--- src/rtl/mem_bus_pkg.sv ---
// rtl/mem_bus_pkg.sv - shared encodings and helpers for the memory bus adapter
package mem_bus_pkg;

    typedef enum logic [1:0] {
        ST_IDLE    = 2'b00,
        ST_REQ     = 2'b01,
        ST_DONE    = 2'b10,
        ST_RELEASE = 2'b11
    } state_e;

    localparam logic [1:0] OP_NOP   = 2'b00;
    localparam logic [1:0] OP_LOAD  = 2'b01;
    localparam logic [1:0] OP_STORE = 2'b10;

    localparam logic [1:0] SZ_BYTE = 2'b00;
    localparam logic [1:0] SZ_HALF = 2'b01;
    localparam logic [1:0] SZ_WORD = 2'b10;

    localparam int TIMEOUT_DEFAULT = 255;
    localparam int CNT_W           = 16;

    // Only real bus operations can be misaligned; no-ops always report aligned.
    function automatic logic is_aligned(input logic [1:0] op,
                                        input logic [1:0] size,
                                        input logic [1:0] addr_lo);
        logic bad;
        bad = (size == 2'b11) ||
              (size == SZ_HALF && addr_lo[0]) ||
              (size == SZ_WORD && addr_lo != 2'b00);
        return !((op == OP_LOAD || op == OP_STORE) && bad);
    endfunction

endpackage

--- src/rtl/mem_bus_if.sv ---
// rtl/mem_bus_if.sv - word-addressed memory bus with byte enables
interface mem_bus_if;
    logic        mem_req;
    logic        mem_we;
    logic [31:0] mem_addr;
    logic [3:0]  mem_be;
    logic [31:0] mem_wdata;
    logic [31:0] mem_rdata;
    logic        mem_ack;

    modport master (
        output mem_req, mem_we, mem_addr, mem_be, mem_wdata,
        input  mem_rdata, mem_ack
    );

    modport slave (
        input  mem_req, mem_we, mem_addr, mem_be, mem_wdata,
        output mem_rdata, mem_ack
    );
endinterface

--- src/rtl/mem_lane_align.sv ---
// rtl/mem_lane_align.sv - byte-lane enables, store replication and load extension
module mem_lane_align
    import mem_bus_pkg::*;
(
    input  logic [1:0]  size,
    input  logic [1:0]  addr_lo,
    input  logic        sign,
    input  logic [31:0] wdata,
    input  logic [31:0] mem_rdata,
    output logic [3:0]  be,
    output logic [31:0] wdata_rep,
    output logic [31:0] rdata_ext
);

    logic [31:0] shifted;

    // Lane enables and store data replication so any lane sees the right bytes
    always_comb begin
        be        = 4'b0000;
        wdata_rep = wdata;
        case (size)
            SZ_BYTE: begin
                be        = 4'b0001 << addr_lo;
                wdata_rep = {4{wdata[7:0]}};
            end
            SZ_HALF: begin
                be        = 4'b0011 << addr_lo;
                wdata_rep = {2{wdata[15:0]}};
            end
            SZ_WORD: begin
                be        = 4'b1111;
                wdata_rep = wdata;
            end
            default: begin
                be        = 4'b0000;
                wdata_rep = wdata;
            end
        endcase
    end

    // Bring the addressed lane down to bit 0 and extend it to 32 bits
    always_comb begin
        shifted   = mem_rdata >> {addr_lo, 3'b000};
        rdata_ext = mem_rdata;
        case (size)
            SZ_BYTE: rdata_ext = {{24{sign & shifted[7]}}, shifted[7:0]};
            SZ_HALF: rdata_ext = {{16{sign & shifted[15]}}, shifted[15:0]};
            default: rdata_ext = mem_rdata;
        endcase
    end

endmodule

--- src/rtl/mem_bus_adapter.sv ---
// rtl/mem_bus_adapter.sv - control-FSM load/store request to memory bus cycle adapter
module mem_bus_adapter
    import mem_bus_pkg::*;
#(
    parameter int TIMEOUT = TIMEOUT_DEFAULT
) (
    input  logic         clk,
    input  logic         reset,
    input  logic         en_mem,
    input  logic [1:0]   W_R_mem,
    input  logic [1:0]   wordsize_mem,
    input  logic         sign_mem,
    input  logic [31:0]  addr,
    input  logic [31:0]  wdata,
    output logic [31:0]  rdata,
    output logic         busy_mem,
    output logic         done_mem,
    output logic         aligned_mem,
    output logic         bus_err,
    mem_bus_if.master    bus
);

    localparam logic [CNT_W-1:0] CNT_LAST = CNT_W'(TIMEOUT - 1);

    state_e           state_q, state_d;
    logic [1:0]       op_q, op_d;
    logic [1:0]       size_q, size_d;
    logic             sign_q, sign_d;
    logic [31:0]      addr_q, addr_d;
    logic [31:0]      wdata_q, wdata_d;
    logic [CNT_W-1:0] cnt_q, cnt_d;
    logic [31:0]      rdata_q, rdata_d;
    logic             err_q, err_d;

    logic [3:0]       lane_be;
    logic [31:0]      lane_wdata;
    logic [31:0]      lane_rdata;
    logic             in_req;
    logic             is_mem_op;

    assign aligned_mem = is_aligned(W_R_mem, wordsize_mem, addr[1:0]);
    assign is_mem_op   = (W_R_mem == OP_LOAD) || (W_R_mem == OP_STORE);

    // Lane logic runs off the latched request so the bus stays stable during REQ
    mem_lane_align u_lane (
        .size      (size_q),
        .addr_lo   (addr_q[1:0]),
        .sign      (sign_q),
        .wdata     (wdata_q),
        .mem_rdata (bus.mem_rdata),
        .be        (lane_be),
        .wdata_rep (lane_wdata),
        .rdata_ext (lane_rdata)
    );

    // Next-state, request latching, wait counter and result capture
    always_comb begin
        state_d = state_q;
        op_d    = op_q;
        size_d  = size_q;
        sign_d  = sign_q;
        addr_d  = addr_q;
        wdata_d = wdata_q;
        cnt_d   = cnt_q;
        rdata_d = rdata_q;
        err_d   = err_q;
        case (state_q)
            ST_IDLE: begin
                if (en_mem) begin
                    if (is_mem_op && aligned_mem) begin
                        op_d    = W_R_mem;
                        size_d  = wordsize_mem;
                        sign_d  = sign_mem;
                        addr_d  = addr;
                        wdata_d = wdata;
                        cnt_d   = '0;
                        err_d   = 1'b0;
                        state_d = ST_REQ;
                    end else if (!is_mem_op) begin
                        err_d   = 1'b0;
                        state_d = ST_DONE;
                    end
                    // misaligned request: stay here and let the control FSM trap
                end
            end
            ST_REQ: begin
                if (bus.mem_ack) begin
                    if (op_q == OP_LOAD) begin
                        rdata_d = lane_rdata;
                    end
                    state_d = ST_DONE;
                end else if (cnt_q == CNT_LAST) begin
                    err_d   = 1'b1;
                    state_d = ST_DONE;
                end else begin
                    cnt_d = cnt_q + 1'b1;
                end
            end
            ST_DONE: begin
                state_d = ST_RELEASE;
            end
            ST_RELEASE: begin
                if (!en_mem) begin
                    state_d = ST_IDLE;
                end
            end
            default: begin
                state_d = ST_IDLE;
            end
        endcase
    end

    // State and datapath registers
    always_ff @(posedge clk or negedge reset) begin
        if (!reset) begin
            state_q <= ST_IDLE;
            op_q    <= OP_NOP;
            size_q  <= SZ_BYTE;
            sign_q  <= 1'b0;
            addr_q  <= '0;
            wdata_q <= '0;
            cnt_q   <= '0;
            rdata_q <= '0;
            err_q   <= 1'b0;
        end else begin
            state_q <= state_d;
            op_q    <= op_d;
            size_q  <= size_d;
            sign_q  <= sign_d;
            addr_q  <= addr_d;
            wdata_q <= wdata_d;
            cnt_q   <= cnt_d;
            rdata_q <= rdata_d;
            err_q   <= err_d;
        end
    end

    // Bus outputs are only driven while a request is in flight
    assign in_req        = (state_q == ST_REQ);
    assign bus.mem_req   = in_req;
    assign bus.mem_we    = in_req && (op_q == OP_STORE);
    assign bus.mem_addr  = in_req ? {addr_q[31:2], 2'b00} : 32'h0;
    assign bus.mem_be    = in_req ? lane_be : 4'b0000;
    assign bus.mem_wdata = in_req ? lane_wdata : 32'h0;

    assign busy_mem = in_req;
    assign done_mem = (state_q == ST_DONE);
    assign rdata    = rdata_q;
    assign bus_err  = err_q;

endmodule

--- src/flat_wrapper.sv ---
// flat-port wrapper written by rule: the top's interface ports become plain ports
module mem_bus_adapter_flat import mem_bus_pkg::*;
#(
    parameter int TIMEOUT = TIMEOUT_DEFAULT
)
  (clk, reset, en_mem, W_R_mem, wordsize_mem, sign_mem, addr, wdata, rdata, busy_mem, done_mem, aligned_mem, bus_err, bus_mem_req, bus_mem_we, bus_mem_addr, bus_mem_be, bus_mem_wdata, bus_mem_rdata, bus_mem_ack);
  mem_bus_if bus_i ();
  input  logic clk;
  input  logic reset;
  input  logic en_mem;
  input  logic [1:0] W_R_mem;
  input  logic [1:0] wordsize_mem;
  input  logic sign_mem;
  input  logic [31:0] addr;
  input  logic [31:0] wdata;
  output logic [31:0] rdata;
  output logic busy_mem;
  output logic done_mem;
  output logic aligned_mem;
  output logic bus_err;
  output wire logic [$bits(bus_i.mem_req)-1:0] bus_mem_req;
  output wire logic [$bits(bus_i.mem_we)-1:0] bus_mem_we;
  output wire logic [$bits(bus_i.mem_addr)-1:0] bus_mem_addr;
  output wire logic [$bits(bus_i.mem_be)-1:0] bus_mem_be;
  output wire logic [$bits(bus_i.mem_wdata)-1:0] bus_mem_wdata;
  input wire logic [$bits(bus_i.mem_rdata)-1:0] bus_mem_rdata;
  input wire logic [$bits(bus_i.mem_ack)-1:0] bus_mem_ack;
  assign bus_mem_req = bus_i.mem_req;
  assign bus_mem_we = bus_i.mem_we;
  assign bus_mem_addr = bus_i.mem_addr;
  assign bus_mem_be = bus_i.mem_be;
  assign bus_mem_wdata = bus_i.mem_wdata;
  assign bus_i.mem_rdata = bus_mem_rdata;
  assign bus_i.mem_ack = bus_mem_ack;
  mem_bus_adapter #(.TIMEOUT(TIMEOUT)) u_core (.clk(clk), .reset(reset), .en_mem(en_mem), .W_R_mem(W_R_mem), .wordsize_mem(wordsize_mem), .sign_mem(sign_mem), .addr(addr), .wdata(wdata), .rdata(rdata), .busy_mem(busy_mem), .done_mem(done_mem), .aligned_mem(aligned_mem), .bus_err(bus_err), .bus(bus_i));
endmodule
--- config.mk ---
export PLATFORM = sky130hd
export DESIGN_NAME = mem_bus_adapter_flat
export DESIGN_NICKNAME = d
export VERILOG_FILES = /design/src/rtl/mem_bus_pkg.sv /design/src/rtl/mem_bus_if.sv /design/src/rtl/mem_lane_align.sv /design/src/rtl/mem_bus_adapter.sv /design/src/flat_wrapper.sv
export SDC_FILE = /design/constraint.sdc
export NUM_CORES = 1
export LEC_CHECK = 0
export ABC_CLOCK_PERIOD_IN_PS = 6800
export CAP_MARGIN = 20
export CELL_PAD_IN_SITES_DETAIL_PLACEMENT = 2
export CELL_PAD_IN_SITES_GLOBAL_PLACEMENT = 2
export CORE_ASPECT_RATIO = 0.5
export CORE_UTILIZATION = 30
export DETAILED_ROUTE_END_ITERATION = 12
export PLACE_DENSITY = 0.95
export SETUP_SLACK_MARGIN = 0.05
export SKIP_CTS_REPAIR_TIMING = 1
export SLEW_MARGIN = 30
export SYNTH_ARGS = -nofsm -noshare
export SYNTH_HDL_FRONTEND = slang
export SYNTH_SLANG_ARGS = --single-unit
export TNS_END_PERCENT = 50
--- constraint.sdc ---
create_clock -name clk -period 6.8 [get_ports clk]
set_input_delay 1.7 -clock clk [delete_from_list [all_inputs] [get_ports clk]]
set_output_delay 1.7 -clock clk [all_outputs]
set_load 0.01 [all_outputs]
Word-level counts from Yosys, hierarchy flattened. Index checks and enable logic that the tools add are counted. Widths: inputs -> output; s select.

Output and inout bits: 106. Input bits: 105. Register bits: 120. Logic and storage cells: 78.

Shift-type cells: 3. Mux-type cells: 24. $add $sub $neg: 1. Eq/ne operators: 21. Bitwise logic cells: 2. Reduce and logical (&&, ||, !) cells: 18.

Operator list (number): $pmux 32 s2 (2); $mux 16 (4); $mux 32 (2); $pmux 16 s2 (1); $shr 32x5->16 (1); $add 16x1->16 const B (1); $eq 16x8->1 const B (1); $eq 2x2->1 const B (7); $mux 2 (6); $pmux 4 s3 (1); $eq 2x1->1 const B (5); $ne 2x2->1 const B (5); $reduce_and 5->1 (2); $pmux 2 s4 (1); $ne 3x3->1 const B (2); $reduce_and 3->1 (2); $logic_and 1x1->1 (5); $mux 1 (5); $logic_not 2->1 (2); $mux 4 (1); $reduce_and 4->1 (1); $reduce_bool 2->1 (2); $shl 1x2->4 const A (1); $shl 2x2->4 const A (1); 5 further kinds (8).

Depth between registers and ports, before layout. Gate-level depths: netlist (run 1).

Depth in word-level cells: 10. Gate-level depth with buffers: 9. Mapped depth without buffers: 7.

Modules after synthesis. A second synthesis (run 1) with hierarchy kept.

Cell total of the unflattened synthesis: 636. Area, all modules: 6839.1 µm².

Modules (own cells, without submodules): mem_bus_adapter (cells an instance 442, sequential area each 3002.9 µm², area each 5565.3 µm², instances 1); mem_lane_align (cells an instance 194, sequential area each 0.0 µm², area each 1273.7 µm², instances 1).

Worst setup path after synthesis (run 1). Ideal clock, no wire load.

Path kind: input to output. From: input port wordsize_mem[0]. To: output port aligned_mem. Arrival: 2.215 ns. Stages: 3. Path buffers: 0. Data required time: 5.100 ns. Setup slack: 2.885 ns. Cell sequence: nor3_1 -> nor2_1 -> nand2_1.

Cells in the longest elaborated chain, start to end: 6. Elaborated cells between the ends (all ways): 9. Classes of those cells: eq/ne (3); reduce/logical (6).

RTL lines: start, declared (RTL line flat_wrapper.sv:12) `input logic [1:0] wordsize_mem;`; $eq 2x1->1 (RTL line mem_bus_pkg.sv:28) `(size == SZ_HALF && addr_lo[0]) ||`; $logic_and 1x1->1 (RTL line mem_bus_pkg.sv:28); $logic_or 1x1->1 (RTL line mem_bus_pkg.sv:27) `bad = (size == 2'b11) ||`; $logic_or 1x1->1 (*) (RTL line mem_bus_pkg.sv:28); $logic_and 1x1->1 (*) (RTL line mem_bus_pkg.sv:30) `return !((op == OP_LOAD || op == OP_STORE) && bad);`; $logic_not 1->1 (*) (RTL line mem_bus_pkg.sv:30); end, declared (RTL line flat_wrapper.sv:19) `output logic aligned_mem;`.

Mark *: on every way between the ends. The rest lies on a longest branch, timed or not.

Worst setup path after layout (run 1). Same ends and word-level chain as after synthesis.

==> out/metrics.csv, run 1 <==
stage,metric,value,unit
outcome,status,finished clean,
clock_tree,clkTransAtPathRegs,60,ps
route,vias,5771,
finish,drive_above_1_share,14.22,%
timing,max_slew.worst_pin.slew,874.3,ps
finish,area_growth,46.10,%
finish,layout.nets,937,
min_path,hold_start,u_core.rdata[16]$_DFFE_PN0P_,
logic_synthesis,ys_ff_latch,120,
route,drc,0,
floorplan,initial_core_util,30.81,%
floorplan,core,20690,um2
power,power_leakage,3.998,nW
logic_synthesis,synth_area_per_cell,10.01,um2
placed_design,dp_slack,1504,ps
timing,tns,0,ps
finish,finalInstanceArea,9314,um2
clock_tree,cts_htree_levels,4,
floorplan,fp.dieArea,21870,um2
logic_synthesis,synth_cell_types,64,
logic_synthesis,yosysTopAreaCell,dfrtp_1,
placed_design,place_area,8663,um2
logic_synthesis,synth_edf_count,0,
timing,layout_min_cycle_time,5277,ps
min_path,hold-path-endpoint,u_core.rdata[16]$_DFFE_PN0P_,
route,avgRoutedWirePerCell,21.86,um
run,max_cap_viol_count,0,
timing,max_freq,189.5,MHz
clock_tree,cts_tree,yes,
route,first_pass_iters,4,
clock_tree,numCtsBuffers,17,
timing,setup_viol,0,
setup_path,crit_fanout,4,
route,drt_iter0_markers,209,
timing,hold_viol_final,0,
setup_path,critPathLaunchType,input pin,
timing,finalMaxSlewViolations,0,
finish,layout.cells.non_filler,1113,
logic_synthesis,synthCells,637,
clock_tree,worstSkewPairLatency,420,ps
global_route,gr-usage-all-layers,22.83,%
route,drtAntennaViolNets,0,
logic_synthesis,ys_seq_area_share,47.11,%
setup_path,cp-end-kind,output port,
setup_path,required,5100,ps
min_path,min_path_type,flip-flop to flip-flop,
route,drt-vias-per-instance,5.185,
timing,grt_setup_unrepaired,no,
timing,relSlewSlack,41.18,%
global_route,grt_first_pass_wirelength,38050,um
clock_tree,clock-sinks,120,
logic_synthesis,ys.flop_type,dfrtp_1,
setup_path,r2r-start,u_core.state_q[1]$_DFFE_PN0P_,
setup_path,critPathKind,input pin to output port,
finish,fillers,2144,
setup_path,reg2reg_depth,8,
logic_synthesis,synth_most_common_cell,dfrtp_1,
timing,fin_ws,1523,ps
global_route,grt_antenna_before_repair,2,
logic_synthesis,synth_top_area_share,47.11,%
logic_synthesis,ys_top_cells_by_count,"120 x dfrtp_1, 84 x nand2_1, 63 x mux2_2, 45 x nand3_1, 39 x and2_1",
global_route,grt.overflow.total,0,
timing,period_share,77.60,%
placed_design,gp_congestion,0.7794,
route,routed_wl,24330,um
setup_path,r2r-end,u_core.rdata[15]$_DFFE_PN0P_,
timing,fin_skew,11.79,ps
floorplan,num_rows,37,
placed_design,place_hpwl,17290,um
floorplan,dieHeight,105.1,um
power,ir_worst_vdd,0.1694,mV
global_route,grt_max_degree,79,
placed_design,portBuffers,208,
clock_tree,cts-root-buf,clkbuf_16,
setup_path,cp.arrival,3580,ps
floorplan,die_x,208.2,um
placed_design,dp_cells,1078,
logic_synthesis,async_reset_ff_share,100.0,%
logic_synthesis,synth_area_leaders,"dfrtp_1 47%, mux2_2 11%, nand2_1 4.9%, mux2i_1 4.9%, and2_1 3.8%",
min_path,min_path_cells,2,
power,power_density,411.2,nW/um2
clock_tree,clockBufferDepth,2,
logic_synthesis,yosysWarnings,0,
logic_synthesis,syn_area,6375,um2
floorplan,ios,211,
setup_path,worst-r2r-setup-slack,3590,ps
global_route,first_global_vias,6617,
## logic make-up after synthesis
| family | synth area share, % |
|---|---|
| other | 0.05882 |
| muxes | 16.58 |
| buffers and inverters | 3.788 |
| AOI/OAI and AO/OA | 11.44 |
| adders and majority gates | 1.374 |
| xor gates and xnor gates | 0.2748 |
| and+or+nand+nor | 19.37 |
| DFF | 47.11 |
## cells in the final DEF (no fill, tap or decap), types with 5 or more instances in the layout
cell	n
ha_1	6
a21boi_0	8
clkbuf_8	5
nand2_1	84
o21ai_0	21
o211a_1	8
inv_1	6
dfrtp_1	120
nor2b_1	11
a22oi_1	7
a21oi_1	35
mux2i_1	31
clkbuf_16	17
nor2_1	33
mux2_2	63
buf_4	8
nand3_1	45
o22ai_1	7
clkdlybuf4s50_1	207
and2_1	39
## sequential cells by signal, indices dropped and copies added (netlist names)
register / count
u_core.bus_err: 1
u_core.size_q: 2
u_core.op_q: 2
u_core.wdata_q: 32
u_core.rdata: 32
u_core.addr_q: 32
u_core.cnt_q: 16
u_core.state_q: 2
u_core.sign_q: 1
## worst max-delay path by stage
stage | startpoint | endpoint | slack [ps] | cells past startpoint
final | wordsize_mem[0] | aligned_mem | 1520 | 5
after global routing | wordsize_mem[0] | aligned_mem | 1450 | 5
after global placement | wordsize_mem[0] | aligned_mem | 1500 | 5
after CTS | wordsize_mem[0] | aligned_mem | 1500 | 5
after floorplan | wordsize_mem[0] | aligned_mem | 2880 | 3
after detailed placement | wordsize_mem[0] | aligned_mem | 1500 | 5
## critical path: stages
cell and delay [ps]:
clkdlybuf4s50_1 470, nor3_1 630, nor2_1 130, nand2_1 100
clkdlybuf4s50_1 540
## power by group
group / leakage, nW / switching [mW] / total [mW] / internal, mW
sequential: 1.53 / 0.306 / 1.32 / 1.02
clock: 0.305 / 0.335 / 0.957 / 0.621
combinational: 2.17 / 0.758 / 1.55 / 0.792
## per-layer routing
metal  vias to the layer above  track usage, %  share of wire, %
met3                        42           5.531               4.6
met5                         -               0                 0
li1                       2618               -                 -
met1                      2949           25.60                40
met4                         0           9.048               2.9
met2                       162           41.75                53
## metrics by stage
step	utilization [%]	hold slack (ps)	power, mW
finish	45.01	490.5	3.830
global route	45.01	516.7	4.052
CTS	44.84	496.6	3.877
detailed placement	41.86	483.1	2.873
global placement	41.83	468.9	2.722
floorplan	-	472.8	2.097
## layout make-up
type                    instances  area (um2)  area share, %
clock buffers                  23       498.0          5.347
flip-flops and latches        120        3003          32.24
repair buffers                217        2171          23.31
clock inverters                 8       117.6          1.263
well taps                     273       341.6          3.667
diodes                          3       7.507        0.08060
inverters                       6       22.52         0.2418
multi-input cells             463        3153          33.85
(Power assumes the default switching activity.)
==> inputs of run 2 (changes only) <==
--- a/config.mk
+++ b/config.mk
@@ -5,14 +5,14 @@
 export SDC_FILE = /design/constraint.sdc
 export NUM_CORES = 1
 export LEC_CHECK = 0
-export ABC_CLOCK_PERIOD_IN_PS = 6800
+export ABC_CLOCK_PERIOD_IN_PS = 4250
 export CAP_MARGIN = 20
 export CELL_PAD_IN_SITES_DETAIL_PLACEMENT = 2
 export CELL_PAD_IN_SITES_GLOBAL_PLACEMENT = 2
 export CORE_ASPECT_RATIO = 0.5
-export CORE_UTILIZATION = 30
+export CORE_UTILIZATION = 25
 export DETAILED_ROUTE_END_ITERATION = 12
-export PLACE_DENSITY = 0.95
+export PLACE_DENSITY = 0.88
 export SETUP_SLACK_MARGIN = 0.05
 export SKIP_CTS_REPAIR_TIMING = 1
 export SLEW_MARGIN = 30
==> constraint.sdc (replaced) <==
create_clock -name clk -period 4.25 [get_ports clk]
set_input_delay 1.0625 -clock clk [delete_from_list [all_inputs] [get_ports clk]]
set_output_delay 1.0625 -clock clk [all_outputs]
set_load 0.01 [all_outputs]
==> out/metrics.csv, run 2 (synthesized netlist as in run 1, its figures left out) <==
stage,metric,value,unit
outcome,status,finished clean,
route,drtAntennaViolNets,0,
floorplan,fp.dieArea,26180,um2
timing,grt_setup_unrepaired,no,
timing,setup_viol,0,
clock_tree,cts-root-buf,clkbuf_16,
setup_path,cp.arrival,2760,ps
timing,layout_min_cycle_time,3819,ps
timing,relSlewSlack,43.84,%
finish,regArea,3004,um2
timing,max_freq,261.8,MHz
floorplan,initial_core_util,25.99,%
setup_path,critPathKind,flip-flop to output port,
setup_path,cpMaxStageDelayCell,clkdlybuf4s50_1,
timing,fin_skew,9.584,ps
finish,fillers,2653,
route,vias,5808,
clock_tree,clock-sinks,120,
timing,finalMaxSlewViolations,0,
setup_path,crit_path_max_incr_delay,620,ps
finish,multiInputGateArea,3153,um2
floorplan,die_x,227.8,um
timing,tns,0,ps
setup_path,path_buf_inv,3,
route,first_pass_iters,4,
route,drt_iter0_markers,277,
power,power_density,661.0,nW/um2
clock_tree,cts_tree,yes,
timing,fin_ws,430.8,ps
power,power_leakage,4.047,nW
setup_path,required,3190,ps
finish,layout.nets,945,
route,drc,0,
global_route,first_global_vias,6552,
finish,layout_commonest_cell,clkdlybuf4s50_1,
route,avgRoutedWirePerCell,21.07,um
placed_design,gp_congestion,0.7943,
floorplan,dieHeight,114.9,um
clock_tree,clkTransAtPathRegs,60,ps
placed_design,dp_slack,609.3,ps
timing,max_slew.worst_pin.slew,842.5,ps
timing,period_share,89.86,%
global_route,grt_max_degree,69,
placed_design,place_hpwl,17830,um
route,drt-vias-per-instance,4.910,
setup_path,crit_fanout,57,
global_route,grt_first_pass_wirelength,38380,um
run,max_cap_viol_count,0,
timing,hold_viol_final,0,
min_path,min_path_type,flip-flop to flip-flop,
global_route,gr-usage-all-layers,19.35,%
clock_tree,clockBufferDepth,2,
floorplan,core,24520,um2
placed_design,portBuffers,208,
finish,drive_above_1_share,15.37,%
finish,most-common-layout-cells,"207 x clkdlybuf4s50_1, 119 x dfrtp_1, 84 x nand2_1, 63 x mux2_2, 45 x nand3_1",
route,routed_wl,24920,um
clock_tree,cts_htree_levels,4,
clock_tree,worstSkewPairLatency,450,ps
finish,area_growth,49.01,%
clock_tree,numCtsBuffers,17,
global_route,grt_antenna_before_repair,1,
setup_path,cp_top_family,buffers and inverters,
setup_path,path_cells,inv_1 > ha_2 > buf_12 > a21boi_0 > clkdlybuf4s50_1,
setup_path,cp-end-kind,output port,
floorplan,num_rows,40,
power,ir_worst_vdd,0.2860,mV
global_route,grt.overflow.total,0,
floorplan,ios,211,
setup_path,critPathLaunchType,flip-flop,
-- run 2: cell count changes in the layout (fill, tap and decap cells not counted), sizes merged --
| cell | previous run | this run |
|---|---|---|
| bufinv | 3 | 5 |
| diode | 3 | 1 |
| clkinvlp | 1 | 3 |
| buf | 10 | 18 |
| inv | 6 | 8 |
| clkbuf | 23 | 18 |
-- run 2: final cells by class --
class                   instances  area share, %
multi-input cells             463          33.19
clock inverters                14          2.331
diodes                          1        0.02634
well taps                     336          4.426
repair buffers                225          23.54
flip-flops and latches        120          31.63
inverters                       6         0.2371
clock buffers                  18          4.623
-- run 2: metal layers --
| layer | global-route usage (%) | vias up | share of wire [%] |
|---|---|---|---|
| met3 | 4.464 | 42 | 3.3 |
| met4 | 9.099 | 0 | 3.1 |
| met1 | 22.19 | 2999 | 41 |
| li1 | - | 2633 | - |
| met5 | 0 | - | 0 |
| met2 | 34.70 | 134 | 52 |
-- run 2: final timing paths --
check | from | end | slack [ps] | depth (start not counted)
max reg2reg | u_core.state_q[1]$_DFFE_PN0P_ | u_core.cnt_q[14]$_DFFE_PN0P_ | 1160 | 9
max | u_core.state_q[1]$_DFFE_PN0P_ | bus_mem_wdata[9] | 430 | 5
min | u_core.rdata[7]$_DFFE_PN0P_ | u_core.rdata[7]$_DFFE_PN0P_ | 490 | 2
min reg2reg | u_core.rdata[7]$_DFFE_PN0P_ | u_core.rdata[7]$_DFFE_PN0P_ | 490 | 2
max in group asynchronous | reset | u_core.size_q[1]$_DFFE_PN0P_ | 2800 | 2
min in group asynchronous | reset | u_core.addr_q[29]$_DFFE_PN0P_ | 650 | 1
-- run 2: metrics by stage --
stage | hold WS [ps] | cells | total power, mW | cell area [um2] | util, %
after floorplan | 472.8 | 638 | 3.355 | 6379 | -
final | 492.0 | 1183 | 6.278 | 9499 | 38.73
after global placement | 475.3 | 1150 | 4.440 | 8830 | 36.01
after CTS | 497.7 | 1182 | 6.358 | 9493 | 38.71
after global routing | 522.2 | 1183 | 6.651 | 9499 | 38.73
after detailed placement | 484.7 | 1150 | 4.632 | 8832 | 36.02
-- run 2: where the power goes --
group | internal, mW | switching [mW] | leakage, nW
combinational | 1.30 | 1.23 | 2.21
clock | 1.06 | 0.596 | 0.313
sequential | 1.63 | 0.463 | 1.53
total | 3.99 | 2.29 | 4.05
-- run 2: worst register-to-register path, cell delays in order, from the launching register on --
cell     delay [ps]
dfrtp_1         420
inv_1           120
ha_2            560
buf_12          300
buf_4           270
nor2b_1         330
o21ai_1         210
buf_4           240
or3_1           370
a21oi_1         200
==> inputs of run 3 (changes only) <==
--- a/config.mk
+++ b/config.mk
@@ -11,6 +11,7 @@
 export CELL_PAD_IN_SITES_GLOBAL_PLACEMENT = 2
 export CORE_ASPECT_RATIO = 0.5
 export CORE_UTILIZATION = 25
+export CTS_CLUSTER_SIZE = 8
 export DETAILED_ROUTE_END_ITERATION = 12
 export PLACE_DENSITY = 0.88
 export SETUP_SLACK_MARGIN = 0.05
==> results of run 3 <==
The final DEF is identical to that of run 2; final timing and power are the same.
